===== src/rtl/seq_ctrl.sv =====
// Multi-cycle instruction sequencer for SimpleCPU: walks each instruction through
// FETCH, WAIT, DECODE, EXEC and WB, driving the PC, IR, ALU and register-file strobes.
module seq_ctrl #(
  parameter int ADDR_W = 16,
  parameter int CNT_W  = 16
) (
  input  logic              clk,
  input  logic              reset,
  input  logic              start,
  input  logic              mem_ready,
  input  logic [15:0]       mem_data,
  input  logic              zero,
  output logic              mem_rd,
  output logic              ir_load,
  output logic [15:0]       ir,
  output logic [3:0]        alu_op,
  output logic              reg_we,
  output logic              ipc,
  output logic              epc,
  output logic [ADDR_W-1:0] jaddr,
  output logic              halted,
  output logic              illegal,
  output logic [CNT_W-1:0]  retired
);

  typedef enum logic [2:0] {
    IDLE   = 3'd0,
    FETCH  = 3'd1,
    WAIT   = 3'd2,
    DECODE = 3'd3,
    EXEC   = 3'd4,
    WB     = 3'd5,
    HALT   = 3'd6
  } state_e;

  localparam logic [3:0] OP_NOP = 4'h0;
  localparam logic [3:0] OP_JMP = 4'hC;
  localparam logic [3:0] OP_JZ  = 4'hD;
  localparam logic [3:0] OP_RSV = 4'hE;
  localparam logic [3:0] OP_HLT = 4'hF;

  state_e           state_q, state_d;
  logic [15:0]      ir_q, ir_d;
  logic [CNT_W-1:0] retired_q, retired_d;
  logic             illegal_q, illegal_d;

  logic [3:0] opcode;
  logic       isAlu;

  assign opcode = ir_q[15:12];
  assign isAlu  = (opcode != OP_NOP) && (opcode < OP_JMP);

  always_comb begin
    state_d   = state_q;
    ir_d      = ir_q;
    retired_d = retired_q;
    illegal_d = illegal_q;
    case (state_q)
      IDLE:   if (start) state_d = FETCH;
      FETCH:  state_d = WAIT;
      WAIT: begin
        if (mem_ready) begin
          ir_d    = mem_data;
          state_d = DECODE;
        end
      end
      DECODE: state_d = EXEC;
      EXEC: begin
        if (opcode == OP_RSV) begin
          state_d   = HALT;
          illegal_d = 1'b1;
        end else if (opcode == OP_HLT) begin
          state_d = HALT;
        end else begin
          state_d = WB;
        end
      end
      WB: begin
        retired_d = retired_q + CNT_W'(1);
        state_d   = FETCH;
      end
      HALT:   state_d = HALT;
      // The unused code 7 recovers to IDLE rather than locking up.
      default: state_d = IDLE;
    endcase
  end

  always_ff @(posedge clk or negedge reset) begin
    if (!reset) begin
      state_q   <= IDLE;
      ir_q      <= 16'h0000;
      retired_q <= '0;
      illegal_q <= 1'b0;
    end else begin
      state_q   <= state_d;
      ir_q      <= ir_d;
      retired_q <= retired_d;
      illegal_q <= illegal_d;
    end
  end

  // Strobes follow the registered state; only ir_load and the JZ epc see live inputs.
  always_comb begin
    mem_rd  = 1'b0;
    ir_load = 1'b0;
    alu_op  = 4'h0;
    reg_we  = 1'b0;
    ipc     = 1'b0;
    epc     = 1'b0;
    case (state_q)
      FETCH: mem_rd = 1'b1;
      WAIT: begin
        mem_rd  = 1'b1;
        ir_load = mem_ready;
      end
      EXEC: begin
        if (isAlu) alu_op = opcode;
        if (opcode == OP_JMP) epc = 1'b1;
        if (opcode == OP_JZ)  epc = zero;
      end
      WB: begin
        ipc = 1'b1;
        if (isAlu) begin
          alu_op = opcode;
          reg_we = 1'b1;
        end
      end
      default: ;
    endcase
  end

  assign ir      = ir_q;
  assign jaddr   = ADDR_W'(ir_q[11:0]);
  assign halted  = (state_q == HALT);
  assign illegal = illegal_q;
  assign retired = retired_q;

endmodule


===== config.mk =====
export PLATFORM = sky130hd
export DESIGN_NAME = seq_ctrl
export DESIGN_NICKNAME = d
export VERILOG_FILES = /design/src/rtl/seq_ctrl.sv
export SDC_FILE = /design/constraint.sdc
export NUM_CORES = 1
export LEC_CHECK = 0
export CORE_UTILIZATION = 37
export CTS_CLUSTER_SIZE = 24
export DETAILED_ROUTE_END_ITERATION = 16
export HOLD_SLACK_MARGIN = 0.08
export PLACE_DENSITY = 0.76
export SYNTH_ARGS = -nofsm -noshare
export SYNTH_HDL_FRONTEND = slang
export SYNTH_SLANG_ARGS = --single-unit

===== constraint.sdc =====
create_clock -name clk -period 1.6 [get_ports clk]
set_clock_uncertainty 0.15 [all_clocks]
set_input_delay 0.16 -clock clk [delete_from_list [all_inputs] [get_ports clk]]
set_output_delay 0.16 -clock clk [all_outputs]
set_load 0.01 [all_outputs]

After elaboration in Yosys (flattened, before gate mapping) --
Index checks and enable logic that the tools add are counted.
Cells by class: reductions and logical operators 8, add/sub/neg operators 1, order comparisons 1, equality and inequality tests 12, muxes and demuxes 15
Operators with widths (number):
- $pmux W3 S7 | 1
- $add A16 B1 Y16 const B | 1
- $eq A4 B4 Y1 const B | 4
- $eq A3 B3 Y1 const B | 3
- $mux W1 | 8
- $mux W4 | 2
- $eq A3 B2 Y1 const B | 2
- $mux W3 | 2
- $reduce_and A2 Y1 | 3
- $lt A4 B4 Y1 const B | 1
- $mux W2 | 2
- $ne A2 B2 Y1 const B | 2
- $reduce_bool A4 Y1 | 1
- $reduce_or A2 Y1 | 2
- $eq A3 B1 Y1 const B | 1
- $logic_not A3 Y1 | 1
- $logic_and A1 B1 Y1 | 1
Word-level totals: word-level logic and storage cells 41, output and inout bits 59, input bits 21, flip-flop bits (word level) 36

Logic depth before layout (Yosys ltp) --
Gate-level depths: netlist of the first run.
depth in word-level cells 4, mapped depth 5, depth with buffers taken out 4

Least setup slack after synthesis of the first run --
OpenSTA, ideal clock, no wires.
path type flip-flop to output port, start register state_q[1], end output epc, slack -0.030 ns, path buffers 1, arrival 1.320 ns, required time 1.290 ns, cell stages (with the launch flop) 5, cell sequence dfrtp_1 > buf_6 > nand2b_1 > or3_1 > nor3_1
On the way: cells in the longest elaborated chain, start to end 2
RTL lines:
- from (decl) | line 42 | state_e state_q, state_d;
- from (signal assigned) | line 95 | state_q <= state_d;
- $eq A3 B3 Y1 | line 110 | case (state_q)
- $mux W1 | line 110
- to (decl) | line 19 | output logic epc,
No other way between the ends.

Worst setup path after layout of the first run --
Same ends and word-level chain as after synthesis.

==> results of run 1 <==
through the flow:
stage / std cells / setup WS, ps / cell area, um2 / power, W / utilization
final: 303 / -184 / 3060 / 0.00506 / 0.692
after global routing: 303 / -254 / 3060 / 0.00534 / 0.692
after CTS: 284 / -192 / 2750 / 0.00458 / 0.623
after detailed placement: 269 / -313 / 2540 / 0.00368 / 0.575
after global placement: 269 / -312 / 2540 / 0.00365 / 0.575
after floorplan: 146 / 9.53 / 1750 / 0.00259 / -
state kept, by name, indices dropped and copies added, names as in the netlist:
register	cells
illegal	1
ir	16
retired	16
state_q	3
power groups by stage:
stage,clock (W),combinational [W],sequential [W]
floorplan,0,0.00100,0.00159
global placement,0,0.00222,0.00143
detailed placement,0,0.00224,0.00144
CTS,0.000829,0.00231,0.00144
global route,0.000870,0.00296,0.00151
finish,0.000801,0.00280,0.00146
synthesized netlist by cell type (all sizes together):
library cell  number
nor2               3
nand3              7
o21ai              1
nand2              6
mux2              17
mux2i              1
o22ai              1
nor4               1
xor2               5
o32ai              1
nand4              3
inv                2
ha                 1
and4b              1
clkbuf             1
nor2b              1
a21oi              1
nor3b              5
and4               2
or3                1
dfrtp             36
and3               5
nor3               3
and2               2
conb               1
xnor2             10
buf               19
a41oi              1
nand2b             4
o21bai             1
final cells by class:
cell class | instances | share of cell area
multi-input combinational | 88 | 0.282
tap | 52 | 0.0213
clock inverter | 2 | 0.0115
inverter | 2 | 0.00246
clock buffer | 6 | 0.0238
timing repair buffer | 117 | 0.363
sequential | 36 | 0.296
how the worst max path moves through the flow:
stage / from / to / cells past startpoint
2_1_floorplan: state_q[2]$_DFFE_PN0P_ / ir[10]$_DFFE_PN0P_ / 4
3_3_place_gp: state_q[1]$_DFFE_PN0P_ / epc / 4
3_5_place_dp: state_q[1]$_DFFE_PN0P_ / epc / 4
4_1_cts: state_q[1]$_DFFE_PN0P_ / ipc / 6
5_1_grt: state_q[1]$_DFFE_PN0P_ / epc / 4
6_report: state_q[1]$_DFFE_PN0P_ / epc / 4
what timing repair did:
action,4_1_cts,5_1_grt
setup endpoints to repair,38,42
buffers inserted,5,21
gates resized for setup,58,50
gates cloned,1,0
hold buffers,1,0
endpoints found under the hold margin,36,0
pin swaps,4,14
worst max-delay path: cells and delay by family, from the launching register on:
family | cells | cell delay (ps)
AND/OR/NAND/NOR | 3 | 630
buffers and inverters | 1 | 150
flip-flops | 1 | 400
cells by family after synthesis:
logic type | count (synthesis)
flops | 36
compound gates | 6
simple gates | 44
buf+inv | 22
mux | 18
xor+xnor | 15
fa+ha+maj | 1
other cells | 1
per-layer routing:
metal,global-route usage,vias to the layer above,wire (um)
li1,-,697,-
met5,0,-,0
met2,0.272,47,2220
met4,0.0667,0,59
met1,0.216,702,1970
met3,0.0592,6,249
==> results.tsv, run 1 <==
metric	value	unit
status	finished with violations	
failed_checks	setup timing	
ys_warn_count	0	
cts.sinks	36	
synthMuxAreaShare	0.116	
synth_xor_area_frac	0.0758	
fmax	0.561	GHz
grt_pass1_wl	6540	um
r2r-end	retired[6]$_DFFE_PN0P_	
ys_ff_latch	36	
critPathSlowestCell	dfrtp_1	
numPortBuffers	75	
setup_viol	30	
critPathRequiredTime	1290	ps
synth-seq-area-share	0.520	
num_vias	1452	
nNetsFinal	272	
cts_tree	yes	
hold_class	input pin to async pin	
rr_worst_depth	6	
p_int	0.00342	W
multi_input_area	862	um2
ys_types	35	
r2r_start	state_q[1]$_DFFE_PN0P_	
die_width	70.4	um
arrival	1470	ps
rsz0062_at_grt	true	
routed_via_density	4.79	
clock_tree.root_cell	clkbuf_8	
worstPathCellList	nand2b_4, or3_4, nor3_2, buf_2	
maxCapViolCount	0	
r2r_slack	-40	ps
grt_overflow	0	
cts_buffers	5	
dieArea	4960	um2
fin_setup_tns	-1080	ps
seq_area	905	um2
seq_power_share	0.289	
clock_path_buffers	2	
die_h	70.4	um
combPwrFrac	0.553	
hpwl	2680	um
htreeDepth	2	
synthToLayoutAreaGrowth	76.3	%
worstPathMaxFanout	2	
drv_slew	0	
p_sw_frac	0.324	
endpoint_kind	output pin	
diodes	0	
synth_top_cells_by_area	dfrtp_1 52%, mux2_2 11%, buf_4 7.4%	
fill_cells	325	
setup.worst_path.start_class	flip-flop	
grt_pass1_vias	1345	
drt_iter0_drc	71	
hold_ws	179	ps
netlist_area	1730	um2
fin_ws	-184	ps
syn_area_per_cell	12.1	um2
rows	24	
core_area	4410	um2
synth.largest_area_cell	dfrtp_1	
drcViolationCount	0	
firstDrtPassIters	4	
yosys.area.top_type_share	0.520	
crit_type	flip-flop to output pin	
final_cell_mix	56 x clkdlybuf4s50_1, 33 x dfrtp_1, 30 x buf_4, 16 x mux2_4, 10 x buf_6	
routed_wl	4490	um
finalHoldViolations	0	
synth_top_family_by_area	simple AND/OR/NAND/NOR gates	
synthAdderAreaFrac	0.00722	
synth-compound-area-share	0.0238	
clkTransAtPathRegs	70	ps
vdd_drop_max	1110	uV
post-route-period-util	1.11	
period_needed	1780	ps
ant_nets	0	
mostFrequentLayoutCell	clkdlybuf4s50_1	
p_leak	1.47	nW
syn_inst	143	
clkLatencyLatePin	290	ps
drive_above_1_share	0.418	
io_pins	80	
antenna_found_initial	0	
grt_use_total	0.172	
worst_path_largest_cell_delay	400	ps
place_congestion	0.773	
power_density	1660	nW/um2
initial_utilization	0.393	
synthSimpleGateAreaFrac	0.162	
power.share.clock	0.158	
p_switching	0.00164	W
drt-wirelength-per-cell	14.8	um
grt_start_max_net_pins	21	
Power figures use the tool's default switching activity.
==> run 2: changes to the inputs <==
--- a/config.mk
+++ b/config.mk
@@ -8,7 +8,7 @@
 export CORE_UTILIZATION = 37
 export CTS_CLUSTER_SIZE = 24
 export DETAILED_ROUTE_END_ITERATION = 16
-export HOLD_SLACK_MARGIN = 0.08
+export HOLD_SLACK_MARGIN = 0.02
 export PLACE_DENSITY = 0.76
 export SYNTH_ARGS = -nofsm -noshare
 export SYNTH_HDL_FRONTEND = slang
==> results of run 2 <==
Final layout, timing and power as in run 1 (identical DEF).
